--- src/rtl/fetch_pkg.sv ---
// Shared types and constants for the instruction-fetch stage.
package fetch_pkg;

    typedef enum logic [2:0] {
        S_IDLE = 3'd0,
        S_REQ  = 3'd1,
        S_WAIT = 3'd2,
        S_DROP = 3'd3,
        S_HOLD = 3'd4
    } fetch_state_e;

    localparam logic [31:0] RESET_PC_DEFAULT = 32'hBFC0_0000;
    localparam logic [31:0] NOP_INSTR        = 32'h0000_0000;

endpackage

--- src/rtl/pc_fetch_stage.sv ---
// Single-outstanding instruction fetch stage with exception redirect.
// Optional PC_ALIGN_CHECK_EN: misaligned pc raises if_adel instead of fetching.
//
// state  | meaning
// -------+-----------------------------------------------------------
// S_IDLE | just out of reset, first cycle; stray responses ignored
// S_REQ  | imem_req asserted with imem_addr = pc, waiting for addr_ok
// S_WAIT | request accepted, waiting for data_ok
// S_DROP | request accepted but flushed, swallow its response
// S_HOLD | if_pc/if_instr valid, waiting for decode to take it
module pc_fetch_stage
    import fetch_pkg::*;
#(
    parameter logic [31:0] RESET_PC = RESET_PC_DEFAULT
) (
    input  logic        clk,
    input  logic        reset,
    input  logic [31:0] next_pc,
    input  logic        exp_flush,
    input  logic [31:0] exception_new_pc,
    output logic        imem_req,
    output logic [31:0] imem_addr,
    input  logic        imem_addr_ok,
    input  logic        imem_data_ok,
    input  logic [31:0] imem_rdata,
    output logic        if_valid,
    input  logic        id_ready,
    output logic [31:0] if_pc,
    output logic [31:0] if_instr,
    output logic        if_adel
);

    fetch_state_e state_q, state_d;
    logic [31:0]  pc_q, pc_d;
    logic         if_valid_q, if_valid_d;
    logic [31:0]  if_pc_q, if_pc_d;
    logic [31:0]  if_instr_q, if_instr_d;
    logic         pc_misaligned;
    logic         req_accept;

`ifdef PC_ALIGN_CHECK_EN
    logic if_adel_q, if_adel_d;
    assign pc_misaligned = (pc_q[1:0] != 2'b00);
    assign imem_addr     = pc_q;
    assign if_adel       = if_adel_q;
`else
    assign pc_misaligned = 1'b0;
    assign imem_addr     = {pc_q[31:2], 2'b00};
    assign if_adel       = 1'b0;
`endif

    assign imem_req   = (state_q == S_REQ) && !pc_misaligned;
    assign req_accept = imem_req && imem_addr_ok;
    assign if_valid   = if_valid_q;
    assign if_pc      = if_pc_q;
    assign if_instr   = if_instr_q;

    always_comb begin
        state_d    = state_q;
        pc_d       = pc_q;
        if_valid_d = if_valid_q;
        if_pc_d    = if_pc_q;
        if_instr_d = if_instr_q;
`ifdef PC_ALIGN_CHECK_EN
        if_adel_d  = if_adel_q;
`endif

        case (state_q)
            S_IDLE: state_d = S_REQ;
            S_REQ: begin
                if (pc_misaligned) begin
                    state_d    = S_HOLD;
                    if_valid_d = 1'b1;
                    if_pc_d    = pc_q;
                    if_instr_d = NOP_INSTR;
`ifdef PC_ALIGN_CHECK_EN
                    if_adel_d  = 1'b1;
`endif
                end else if (req_accept) begin
                    state_d = S_WAIT;
                end
            end
            S_WAIT: begin
                if (imem_data_ok) begin
                    state_d    = S_HOLD;
                    if_valid_d = 1'b1;
                    if_pc_d    = pc_q;
                    if_instr_d = imem_rdata;
`ifdef PC_ALIGN_CHECK_EN
                    if_adel_d  = 1'b0;
`endif
                end
            end
            S_DROP: begin
                if (imem_data_ok) state_d = S_REQ;
            end
            S_HOLD: begin
                if (id_ready) begin
                    state_d    = S_REQ;
                    pc_d       = next_pc;
                    if_valid_d = 1'b0;
                end
            end
            default: state_d = S_IDLE;
        endcase

        // Redirect overrides everything; an accepted-but-unanswered request
        // must still have its response swallowed in S_DROP.
        if (exp_flush) begin
            pc_d       = exception_new_pc;
            if_valid_d = 1'b0;
            if_pc_d    = if_pc_q;
            if_instr_d = if_instr_q;
`ifdef PC_ALIGN_CHECK_EN
            if_adel_d  = if_adel_q;
`endif
            case (state_q)
                S_REQ:   state_d = req_accept ? S_DROP : S_REQ;
                S_WAIT:  state_d = imem_data_ok ? S_REQ : S_DROP;
                S_DROP:  state_d = imem_data_ok ? S_REQ : S_DROP;
                default: state_d = S_REQ;
            endcase
        end
    end

    always_ff @(posedge clk) begin
        if (reset) begin
            state_q    <= S_IDLE;
            pc_q       <= RESET_PC;
            if_valid_q <= 1'b0;
            if_pc_q    <= 32'h0;
            if_instr_q <= NOP_INSTR;
`ifdef PC_ALIGN_CHECK_EN
            if_adel_q  <= 1'b0;
`endif
        end else begin
            state_q    <= state_d;
            pc_q       <= pc_d;
            if_valid_q <= if_valid_d;
            if_pc_q    <= if_pc_d;
            if_instr_q <= if_instr_d;
`ifdef PC_ALIGN_CHECK_EN
            if_adel_q  <= if_adel_d;
`endif
        end
    end

endmodule

--- config.mk ---
export PLATFORM = sky130hd
export DESIGN_NAME = pc_fetch_stage
export DESIGN_NICKNAME = d
export VERILOG_FILES = /design/src/rtl/fetch_pkg.sv /design/src/rtl/pc_fetch_stage.sv
export SDC_FILE = /design/constraint.sdc
export NUM_CORES = 1
export LEC_CHECK = 0
export ABC_AREA = 1
export BUFFER_PORTS_ARGS = -buffer_cell sky130_fd_sc_hd__buf_2
export CORE_ASPECT_RATIO = 0.9
export CORE_MARGIN = 5
export CORE_UTILIZATION = 25
export CTS_BUF_LIST = sky130_fd_sc_hd__clkbuf_8
export CTS_CLUSTER_SIZE = 10
export DETAILED_ROUTE_END_ITERATION = 16
export GPL_TIMING_DRIVEN = 0
export PLACE_DENSITY_LB_ADDON = 0.15
export RECOVER_POWER = 25
export SYNTH_ARGS = -nofsm -noshare
export SYNTH_HDL_FRONTEND = slang
export SYNTH_SLANG_ARGS = --single-unit
export TNS_END_PERCENT = 20
--- constraint.sdc ---
create_clock -name clk -period 2.56 [get_ports clk]
set_input_delay 0.256 -clock clk [delete_from_list [all_inputs] [get_ports clk]]
set_output_delay 0.256 -clock clk [all_outputs]
set_load 0.01 [all_outputs]
==> results of run 1 <==
-- through the flow --
step | area (um2) | hold WS (ns)
after global placement | 5470 | 0.460
after floorplan | 4230 | 0.325
after global routing | 5610 | 0.0680
after CTS | 5670 | 0.0467
final | 5610 | 0.0813
after detailed placement | 5470 | 0.467
-- state kept, by name, indices dropped and copies added, names as in the netlist --
name,flops
state_q,3
if_instr,32
if_pc,32
pc_q,32
if_valid,1
-- Yosys cell counts (all sizes together) --
library cell and number:
inv 12, o211ai 9, conb 1, o21ai 87, nor2 180, nand2 87, a21oi 3, clkinv 1
nand4 2, or2 9, dfxtp 100, buf 52, clkbuf 17, nor3 2, nand3 15
-- critical path: cells and delay by family, from the launching register on --
family                 cells  cell delay (ns)
and+or+nand+nor            6             0.78
buffers and inverters      3             0.44
DFF                        1             0.37
-- metal layers --
layer / GRT usage / vias to the layer above
met3: 0.0480 / 12
met4: 0.0342 / 0
met1: 0.177 / 1809
met2: 0.226 / 125
li1: - / 2216
met5: 0 / -
-- how the worst max path moves through the flow --
stage	startpoint	endpoint	slack [ns]	cells after the start
after floorplan	state_q[1]$_SDFFE_PP0P_	pc_q[22]$_SDFFE_PP1P_	1.26	9
after global placement	reset	if_pc[26]$_SDFFE_PP0P_	0.64	6
after detailed placement	reset	if_pc[27]$_SDFFE_PP0P_	0.64	6
after CTS	state_q[1]$_SDFFE_PP0P_	pc_q[25]$_SDFFE_PP1P_	0.79	9
after global routing	state_q[0]$_SDFFE_PP0P_	pc_q[13]$_SDFFE_PP0P_	0.65	9
final	state_q[1]$_SDFFE_PP0P_	pc_q[23]$_SDFFE_PP1P_	0.83	9
-- cell families (layout without fill, tap and decap cells) --
logic type             after synthesis  after routing  share of synthesized area
and+or+nand+nor                    295            295                      0.276
DFF                                100            100                      0.474
AOI/OAI and AO/OA                   99             99                      0.123
buffers and inverters               82            293                      0.126
other                                1              3                   0.000889
-- layout make-up --
class / count / area, um2
plain buffers: 69 / 482
clock buffers: 11 / 151
clock inverters: 4 / 50.0
fillers: 1895 / 11100
inverters: 13 / 50.0
multi-input cells: 397 / 1690
flip-flops and latches: 100 / 2000
well taps: 211 / 264
repair buffers: 196 / 921
-- power by group through the flow --
stage | Combinational (W) | Clock [W] | Sequential, W
2_1_floorplan | 0.000265 | 0 | 0.00169
3_3_place_gp | 0.000472 | 0 | 0.00169
3_5_place_dp | 0.000467 | 0 | 0.00169
4_1_cts | 0.000470 | 0.00111 | 0.00166
5_1_grt | 0.000516 | 0.00117 | 0.00167
6_report | 0.000457 | 0.00106 | 0.00166
==> key figures, run 1 <==
Critical path
  – Worst R2R Setup Slack: 0.83 ns
  – Critical Path AT: 1.98 ns
  – FF-to-FF path depth: 9
  – Crit path cell chain: nor2_1 > inv_2 > nor2_1 > nand2_1 > nand2_1 > inv_1 > buf_2 > nand2_1 > nand3_1
  – CP peak stage delay: 0.37 ns
  – Worst endpoint required time: 2.81 ns
  – Crit-path slowest cell: dfxtp_1
  – CP dominant cell by count: nand2_1
  – Worst-path maximum fanout: 10
  – Setup crit end kind: flip-flop
  – Worst Setup Start Kind: flip-flop
  – Reg2reg start: state_q[1]$_SDFFE_PP0P_
  – Reg-to-reg endpoint: pc_q[23]$_SDFFE_PP1P_
  – CP Class: flip-flop to flip-flop

Die
  – Initial Utilization: 0.252
  – I/O Pins: 201
  – Die W: 147 um
  – Die Height: 133 um
  – Core area: 16,700 um2
  – Site Rows: 45
  – Die ar.: 19,600 um2

STA
  – Setup Viol. Count Final: 0
  – Rel. slew slack: 0.637
  – Final TNS setup: 0 ns
  – Slew @ Worst Pin: 0.545 ns
  – Fmax: 579 MHz
  – Max-slew violations: 0
  – Fin. Hold Viols: 0
  – RSZ-0062 raised after global routing: no
  – Fin crit period: 1.73 ns
  – Final WS setup: 0.833 ns
  – Skew final: 0.0116 ns
  – Part of the cycle the worst path needs: 0.674

Clock tree
  – CTS tree: built
  – Post-CTS setup buffers: 0
  – Reg clk slew, reported paths: 0.10 ns
  – Clock Path Buffers: 2
  – Post-cts repair resize count: 0
  – TritonCTS buffer count: 9
  – CTS Sinks: 100
  – Clock Tree Root: clkbuf_8
  – H-tree depth: 3
  – # hold bufs at CTS: 0
  – Clk_lat worst skew: 0.37 ns

Placed design
  – GPL Wtd Cong: 0.769
  – Post-DP HPWL: 10,500 um
  – Port buffer count: 196
  – Pre-CTS setup slack: 0.638 ns
  – DP Cell Count: 986

Finish
  – Non-Filler Instances: 1,001
  – Area Overhead vs Synth: 33.0%
  – Fin util: 0.336
  – Commonest cells after routing, fill and taps aside: nor2_1 (178), buf_2 (155), dfxtp_1 (100)
  – Layout cell share with drive strength beyond 1: 0.291
  – Final net count: 888
  – Commonest non-fill, non-tap cell in the layout: nor2_1
  – # diodes: 0

Logic synthesis
  – Post-synth top area share: 0.474
  – Leading cell types by total area after synthesis: dfxtp_1 (47%), nor2_1 (16%), nand2_1 (7.7%), o21ai_1 (6.0%), buf_4 (5.9%)
  – Leading area contributor after synthesis: dfxtp_1
  – Distinct cells, synth: 21
  – Mapped Area: 4220 um2
  – Post-synthesis area per instance: 7.31 um2
  – Post-Syn Instances: 577
  – Post-synthesis sequential area ratio: 0.474
  – Post-synthesis register bit count: 100
  – Yosys warns: 0

Outcome
  – Status: complete, no violations

Power
  – Cell area power density: 564 nW/um2
  – Comb pwr share: 0.144
  – Internal power: 0.00233 W
  – Overall power: 0.00317 W
  – Switching portion of total power: 0.265
  – Switching power: 0.000841 W
  – Maximum vdd drop: 0.000196 V
  – Clock power share: 0.333
  – Leak: 2.62 nW
  – Sequential power share: 0.523

Route
  – Routed Antenna Nets: 0
  – Residual DRC: 0
  – Routed met3 length: 1140 um
  – Vias: 4,162
  – Number of detailed-route iterations in the first pass: 4
  – Met2 WL: 6220 um
  – Final wirelength: 13,900 um
  – DR top layer: met4
  – Starting DRT DRC Count: 162
  – Wire length per cell: 13.9 um
  – Met1 wire length: 6410 um
  – Routed vias/inst: 4.16

Global route
  – First-pass GRT wire length: 21,800 um
  – Largest net degree at the start of global routing: 16
  – Initial antenna violation count: 0
  – Vias in the first global route: 4,177
  – GRT Util Overall: 0.139
  – Grt total ovfl: 0

Min path
  – Worst Hold Path EP: state_q[1]$_SDFFE_PP0P_
  – Hold Path Stages: 2
  – Hold WC Path Type: input port to flip-flop
  – Min-delay src: reset

Job
  – Max-Cap Viols: 0
Power figures use the tool's default switching activity.
==> run 2: changes to the inputs <==
--- a/config.mk
+++ b/config.mk
@@ -5,7 +5,7 @@
 export SDC_FILE = /design/constraint.sdc
 export NUM_CORES = 1
 export LEC_CHECK = 0
-export ABC_AREA = 1
+export ABC_AREA = 0
 export BUFFER_PORTS_ARGS = -buffer_cell sky130_fd_sc_hd__buf_2
 export CORE_ASPECT_RATIO = 0.9
 export CORE_MARGIN = 5
==> constraint.sdc (replaced) <==
create_clock -name clk -period 1.5 [get_ports clk]
set_input_delay 0.15 -clock clk [delete_from_list [all_inputs] [get_ports clk]]
set_output_delay 0.15 -clock clk [all_outputs]
set_load 0.01 [all_outputs]
==> run 2 against run 1 <==
The run now ends with setup timing left. Setup slack got worse by 0.84 ns. Final area rose by 20%. Final cell count fell by 3.0%. Largest power group unchanged. Synthesized area rose by 16%. Sequential power rose by 69%. Critical path depth fell by 3. Global-route usage fell by 0.65 points.
==> key figures, run 2 <==
Outcome
  – Status: finished, violations left
  – Failing checks: setup timing

Placed design
  – Port buffer count: 195 (-0.51%)
  – DP Cell Count: 940 (-4.7%)
  – Post-DP HPWL: 11,700 um (+11%)
  – GPL Wtd Cong: 0.760 (-1.1%)

Route
  – Wire length per cell: 16.2 um (+16%)
  – Number of detailed-route iterations in the first pass: 4 (unchanged)
  – Vias: 4,151 (-0.26%)
  – Final wirelength: 15,700 um (+13%)
  – Routed Antenna Nets: 0 (unchanged)
  – Residual DRC: 0 (unchanged)
  – Routed vias/inst: 4.27 (+2.8%)
  – Starting DRT DRC Count: 128 (-21%)

Logic synthesis
  – EDFF count, synth: 0 (unchanged)
  – Most instantiated cells after synthesis: nand2b_1 (130), dfxtp_1 (100), mux2i_1 (87), buf_4 (40), nor3_1 (26)
  – Leading cell types by total area after synthesis: dfxtp_1 (41%), mux2i_1 (18%), nand2b_1 (17%), buf_4 (6.1%), a211oi_2 (5.1%)
  – Post-synth top area share: 0.409 (-0.0652)
  – Post-synthesis register bit count: 100 (unchanged)
  – Post-synthesis area per instance: 9.92 um2 (+36%)
  – Distinct cells, synth: 24 (+14%)
  – Yosys warns: 0 (unchanged)
  – Mapped Area: 4890 um2 (+16%)
  – Ys flop type: dfxtp_1
  – Leading area contributor after synthesis: dfxtp_1
  – Asr flop ratio synth: 0 (unchanged)
  – Count leader, synth: nand2b_1
  – Post-synthesis sequential area ratio: 0.409 (-0.0652)
  – Post-Syn Instances: 493 (-15%)

Die
  – Initial Utilization: 0.254 (+0.00219)
  – Core area: 19,200 um2 (+15%)
  – Die W: 157 um (+7.1%)
  – Die ar.: 22,500 um2 (+15%)
  – Die Height: 143 um (+7.1%)
  – Site Rows: 48 (+6.7%)
  – I/O Pins: 201 (unchanged)

Global route
  – Vias in the first global route: 4,414 (+5.7%)
  – Initial antenna violation count: 2 (+2)
  – First-pass GRT wire length: 23,400 um (+7.6%)
  – Largest net degree at the start of global routing: 16 (unchanged)
  – Grt total ovfl: 0 (unchanged)
  – GRT Util Overall: 0.132 (-0.00648)

STA
  – Fmax: 666 MHz (+15%)
  – Fin. Hold Viols: 0 (unchanged)
  – Hold slack: 0.0286 ns (-0.0527 ns)
  – Final WS setup: -0.00227 ns (-0.836 ns)
  – Rel. slew slack: 0.533 (-0.103)
  – Max-slew violations: 0 (unchanged)
  – Slew @ Worst Pin: 0.700 ns (+0.155 ns)
  – RSZ-0062 raised after global routing: yes
  – Setup Viol. Count Final: 1 (+1)
  – Part of the cycle the worst path needs: 1.00 (+0.327)
  – Skew final: 0.0120 ns (+0.000490 ns)
  – Fin crit period: 1.50 ns (-0.224 ns)

Power
  – Switching portion of total power: 0.265 (about the same)
  – Cell area power density: 809 nW/um2 (+43%)
  – Leak: 2.81 nW (+7.3%)
  – Clock power share: 0.324 (-0.009)
  – Internal power: 0.00400 W (+72%)
  – Sequential power share: 0.517 (-0.006)
  – Comb pwr share: 0.159 (+0.015)
  – Maximum vdd drop: 0.000419 V (+110%)
  – Switching power: 0.00145 W (+72%)

Job
  – Max-Cap Viols: 0 (unchanged)

Finish
  – Non-Filler Instances: 971 (-3.0%)
  – Commonest non-fill, non-tap cell in the layout: buf_2
  – Layout fillers: 2,000 (+5.5%)
  – Area Overhead vs Synth: 37.7%
  – Final net count: 819 (-7.8%)
  – Commonest cells after routing, fill and taps aside: buf_2 (188), nand2b_1 (130), dfxtp_1 (97)
  – Layout cell share with drive strength beyond 1: 0.401 (+0.110)
  – # diodes: 0 (unchanged)

Critical path
  – Worst endpoint required time: 1.74 ns (-1.07 ns)
  – Setup crit end kind: flip-flop
  – CP Class: flip-flop to flip-flop
  – Worst Setup Start Kind: flip-flop
  – Critical Path AT: 1.74 ns (-0.24 ns)
  – Worst-path maximum fanout: 10 (unchanged)

Clock tree
  – H-tree depth: 3 (unchanged)
  – Clock Tree Root: clkbuf_8
  – CTS Sinks: 100 (unchanged)
  – Clk_lat worst skew: 0.38 ns (about the same)
  – CTS tree: built
  – Reg clk slew, reported paths: 0.10 ns (about the same)
  – TritonCTS buffer count: 9 (unchanged)
  – Clock Path Buffers: 2 (unchanged)

Min path
  – Hold WC Path Type: input port to flip-flop
[run 2: changes by cell type in the layout (fill, tap and decap cells not counted), sizes merged, moves of 25 or more]
cell	delta
nor2	-179
nand2b	+130
mux2i	+87
nand2	-86
o21ai	-86
buf	+39
a211oi	+32
nor3	+25
[run 2: what timing repair did]
| action | 4_1_cts | 5_1_grt |
|---|---|---|
| gates resized for setup | 8 | 32 |
| gates cloned | 0 | 7 |
| hold buffers | 4 | 0 |
| setup endpoints to repair | 90 | 90 |
| pin swaps | 0 | 2 |
| setup buffers | 0 | 5 |
| endpoints found under the hold margin | 4 | 0 |
[run 2: through the flow]
| stage | area, um2 | worst slack, ns | total power (W) | util | TNS [ns] |
|---|---|---|---|---|---|
| after floorplan | 4900 | 0.131 | 0.00337 | - | 0 |
| after global placement | 6190 | -0.144 | 0.00371 | 0.322 | -7.36 |
| final | 6730 | -0.00227 | 0.00545 | 0.350 | -0.00227 |
| after detailed placement | 6190 | -0.228 | 0.00372 | 0.322 | -7.57 |
| after global routing | 6730 | -0.0790 | 0.00573 | 0.350 | -3.64 |
| after CTS | 6440 | 0.00418 | 0.00554 | 0.335 | 0 |
[run 2: worst max-delay path: stages (launching register included)]
cell and delay [ns]:
dfxtp_4 0.39, nor4bb_2 0.27, buf_4 0.19, or2_1 0.12, buf_6 0.13, buf_6 0.18, a211oi_2 0.09
[run 2: path summary, 6_finish.rpt]
check / from / to / slack, ns / cells past startpoint
max reg2reg: state_q[2]$_SDFFE_PP0P_ / pc_q[13]$_SDFFE_PP0P_ / -0.002 / 6
min: imem_rdata[12] / if_instr[12]$_SDFFE_PP0P_ / 0.03 / 3
max: state_q[2]$_SDFFE_PP0P_ / pc_q[13]$_SDFFE_PP0P_ / -0.002 / 6
min reg2reg: if_instr[30]$_SDFFE_PP0P_ / if_instr[30]$_SDFFE_PP0P_ / 0.48 / 2
[run 2: cells by family after synthesis]
logic type      synth area share
simple gates               0.231
flops                      0.409
mux                        0.180
buf+inv                   0.0964
compound gates            0.0819
other cells             0.000767
[run 2: layout make-up]
class | instances | area [um2] | share of cell area
flip-flops and latches | 100 | 2010 | 0.298
plain buffers | 76 | 568 | 0.0844
multi-input cells | 319 | 2450 | 0.364
clock buffers | 10 | 138 | 0.0204
repair buffers | 211 | 1200 | 0.178
clock inverters | 5 | 53.8 | 0.00799
well taps | 250 | 313 | 0.0465
[run 2: per-layer routing]
layer / vias to the layer above / global-route usage / wire length [um]
met3: 19 / 0.0400 / 1070
met5: - / 0 / 21
met4: 4 / 0.0389 / 228
li1: 2086 / - / -
met1: 1899 / 0.169 / 7130
met2: 143 / 0.217 / 7230
[run 2: power by group through the flow]
| stage | Combinational (W) | Clock, W | Sequential, W |
|---|---|---|---|
| global placement | 0.000834 | 0 | 0.00287 |
| floorplan | 0.000518 | 0 | 0.00286 |
| CTS | 0.000856 | 0.00187 | 0.00281 |
| finish | 0.000867 | 0.00177 | 0.00281 |
| detailed placement | 0.000843 | 0 | 0.00288 |
| global route | 0.000952 | 0.00195 | 0.00283 |
==> run 3: changes to the inputs <==
--- a/config.mk
+++ b/config.mk
@@ -6,7 +6,7 @@
 export NUM_CORES = 1
 export LEC_CHECK = 0
 export ABC_AREA = 0
-export BUFFER_PORTS_ARGS = -buffer_cell sky130_fd_sc_hd__buf_2
+export BUFFER_PORTS_ARGS = -buffer_cell sky130_fd_sc_hd__buf_4
 export CORE_ASPECT_RATIO = 0.9
 export CORE_MARGIN = 5
 export CORE_UTILIZATION = 25
@@ -14,7 +14,7 @@
 export CTS_CLUSTER_SIZE = 10
 export DETAILED_ROUTE_END_ITERATION = 16
 export GPL_TIMING_DRIVEN = 0
-export PLACE_DENSITY_LB_ADDON = 0.15
+export PLACE_DENSITY = 0.47
 export RECOVER_POWER = 25
 export SYNTH_ARGS = -nofsm -noshare
 export SYNTH_HDL_FRONTEND = slang
==> run 3 against run 2 <==
Via count fell by 0.19%. Critical path depth is the same. First-iteration DRC count rose by 13%. Global-route usage rose by 0.27 points. Flip-flop and latch count stayed put. Worst hold slack improved by 0.00057 ns. The flow now finishes without violations. Register-to-register slack better by 0.03 ns. Total power rose by 4.8%. Combinational power grew 11%. Largest cell class unchanged. Setup slack gained 0.030 ns. Routed wire length is 0.85% lower. Final area is 2.7% higher.
==> key figures, run 3 (synthesized netlist as in run 2, its figures left out) <==
Power
  – Switching portion of total power: 0.253 (-0.0125)
  – Clock power share: 0.339 (+0.015)
  – Sequential power share: 0.493 (-0.024)
  – Switching power: 0.00144 W (-0.16%)
  – Maximum vdd drop: 0.000420 V (+0.15%)
  – Leak: 2.74 nW (-2.7%)
  – Comb pwr share: 0.168 (+0.009)
  – Cell area power density: 826 nW/um2 (+2.1%)
  – Internal power: 0.00427 W (+6.6%)

Die
  – Core area: 19,200 um2 (unchanged)
  – Die Height: 143 um (unchanged)
  – Die ar.: 22,500 um2 (unchanged)
  – I/O Pins: 201 (unchanged)
  – Initial Utilization: 0.254 (unchanged)
  – Site Rows: 48 (unchanged)
  – Die W: 157 um (unchanged)

Placed design
  – Post-DP Area: 6680 um2 (+7.9%)
  – Port buffer count: 195 (unchanged)
  – DP Cell Count: 940 (unchanged)
  – GPL Wtd Cong: 0.733 (-3.6%)
  – Post-DP HPWL: 12,100 um (+3.7%)

Finish
  – Fin util: 0.360 (+0.00931)
  – Layout cell share with drive strength beyond 1: 0.357 (-0.0437)
  – Area Overhead vs Synth: 41.3%
  – Non-Filler Instances: 964 (-0.72%)
  – Final net count: 812 (-0.85%)
  – Post-route cell area: 6910 um2 (+2.7%)
  – Commonest non-fill, non-tap cell in the layout: buf_4
  – Commonest cells after routing, fill and taps aside: buf_4 (194), nand2b_1 (130), dfxtp_1 (97)
  – # diodes: 0 (unchanged)

STA
  – Max-slew violations: 0 (unchanged)
  – Part of the cycle the worst path needs: 0.981 (-0.0201)
  – Skew final: 0.0118 ns (-0.000213 ns)
  – Fin. Hold Viols: 0 (unchanged)
  – Final TNS setup: 0 ns (+0.00227 ns)
  – Setup Viol. Count Final: 0 (-1)
  – Hold slack: 0.0292 ns (+0.000572 ns)
  – Fmax: 679 MHz (+2.0%)
  – Fin crit period: 1.47 ns (-0.0302 ns)
  – RSZ-0062 raised after global routing: yes
  – Rel. slew slack: 0.480 (-0.0535)
  – Slew @ Worst Pin: 0.780 ns (+0.0803 ns)

Min path
  – Min-delay src: imem_rdata[7]
  – Hold Path Stages: 3 (unchanged)
  – Worst Hold Path EP: if_instr[7]$_SDFFE_PP0P_
  – Hold WC Path Type: input port to flip-flop

Clock tree
  – Clock Tree Root: clkbuf_8
  – H-tree depth: 3 (unchanged)
  – CTS Sinks: 100 (unchanged)
  – TritonCTS buffer count: 9 (unchanged)
  – CTS tree: built
  – Reg clk slew, reported paths: 0.10 ns (about the same)
  – Clock Path Buffers: 2 (unchanged)
  – Clk_lat worst skew: 0.39 ns (about the same)

Critical path
  – Crit path cell chain: nor4bb_2 > buf_4 > or2_1 > buf_6 > buf_12 > a211oi_2
  – Worst-path maximum fanout: 10 (unchanged)
  – Reg-to-reg endpoint: pc_q[12]$_SDFFE_PP0P_
  – FF-to-FF path depth: 6 (unchanged)
  – Worst R2R Setup Slack: 0.03 ns (+0.03 ns)
  – Worst endpoint required time: 1.74 ns (about the same)
  – CP delay by family, top: buffers and inverters
  – CP Class: flip-flop to flip-flop
  – Setup crit end kind: flip-flop
  – WP buf/inv: 3 (unchanged)
  – Critical Path AT: 1.71 ns (-0.03 ns)
  – Reg2reg start: state_q[0]$_SDFFE_PP0P_
  – Crit-path slowest cell: dfxtp_4
  – CP peak stage delay: 0.38 ns (about the same)
  – Worst Setup Start Kind: flip-flop

Route
  – Starting DRT DRC Count: 145 (+13%)
  – Wire length per cell: 16.1 um (-0.13%)
  – Number of detailed-route iterations in the first pass: 4 (unchanged)
  – Routed vias/inst: 4.30 (+0.53%)
  – Final wirelength: 15,500 um (-0.85%)
  – Vias: 4,143 (-0.19%)
  – Residual DRC: 0 (unchanged)
  – Routed Antenna Nets: 0 (unchanged)

Global route
  – Largest net degree at the start of global routing: 16 (unchanged)
  – GRT Util Overall: 0.135 (+0.00270)
  – Initial antenna violation count: 0 (-2)
  – Grt total ovfl: 0 (unchanged)
  – Vias in the first global route: 4,331 (-1.9%)
  – First-pass GRT wire length: 23,700 um (+1.2%)

Job
  – Max-Cap Viols: 0 (unchanged)

Outcome
  – Status: complete, no violations
-- run 3: cell types whose count changed in the layout (fill, tap and decap cells not counted), sizes merged --
cell and change:
clkbuf +23, clkinv +1, dlygate4sd3 -4, buf -26, bufinv +1, clkinvlp -2
-- run 3: worst reg2reg max path, cell delays in order (launching register included) --
cell,delay [ns]
dfxtp_4,0.38
nor4bb_2,0.29
buf_4,0.18
or2_1,0.11
buf_6,0.14
buf_12,0.15
a211oi_2,0.07
-- run 3: layer usage --
metal | routed length [um] | up-vias | GRT usage
li1 | - | 2073 | -
met1 | 7210 | 1936 | 0.181
met2 | 7150 | 118 | 0.215
met3 | 1010 | 16 | 0.0397
met4 | 187 | 0 | 0.0317
met5 | 0 | - | 0
-- run 3: repair_timing --
item	4_1_cts	5_1_grt
gates cloned	0	0
gates resized for setup	5	29
setup buffers	3	6
endpoints found under the setup margin	90	89
hold buffers	0	0
endpoints found under the hold margin	0	0
-- run 3: layout make-up --
class                   count  area, um2
clock buffers              10        138
repair buffers            204       1370
well taps                 250        313
flip-flops and latches    100       2010
multi-input cells         319       2440
fillers                  2073      12300
clock inverters             5       77.6
plain buffers              76        571
-- run 3: power groups by stage --
stage	sequential, W	combinational, W	clock (W)
after floorplan	0.00286	0.000518	0
after global placement	0.00287	0.000954	0
after detailed placement	0.00288	0.000963	0
after CTS	0.00282	0.000968	0.00203
after global routing	0.00283	0.00105	0.00210
final	0.00281	0.000960	0.00194
-- run 3: per-stage QoR --
step | setup WS [ns] | total power (W)
after global placement | -0.164 | 0.00383
final | 0.0279 | 0.00571
after detailed placement | -0.250 | 0.00384
after floorplan | 0.131 | 0.00337
after CTS | -0.00913 | 0.00581
after global routing | -0.0752 | 0.00598
-- run 3: worst max path at each step --
stage          slack (ns)               startpoint  depth (start not counted)                    end
3_3_place_gp        -0.16                    reset                          4   pc_q[5]$_SDFFE_PP0P_
3_5_place_dp        -0.25                    reset                          4   pc_q[4]$_SDFFE_PP0P_
4_1_cts            -0.009  state_q[2]$_SDFFE_PP0P_                          6  pc_q[11]$_SDFFE_PP0P_
6_report             0.03  state_q[0]$_SDFFE_PP0P_                          6  pc_q[12]$_SDFFE_PP0P_
2_1_floorplan        0.13  state_q[2]$_SDFFE_PP0P_                          6  pc_q[10]$_SDFFE_PP0P_
5_1_grt             -0.08  state_q[0]$_SDFFE_PP0P_                          6  pc_q[13]$_SDFFE_PP0P_
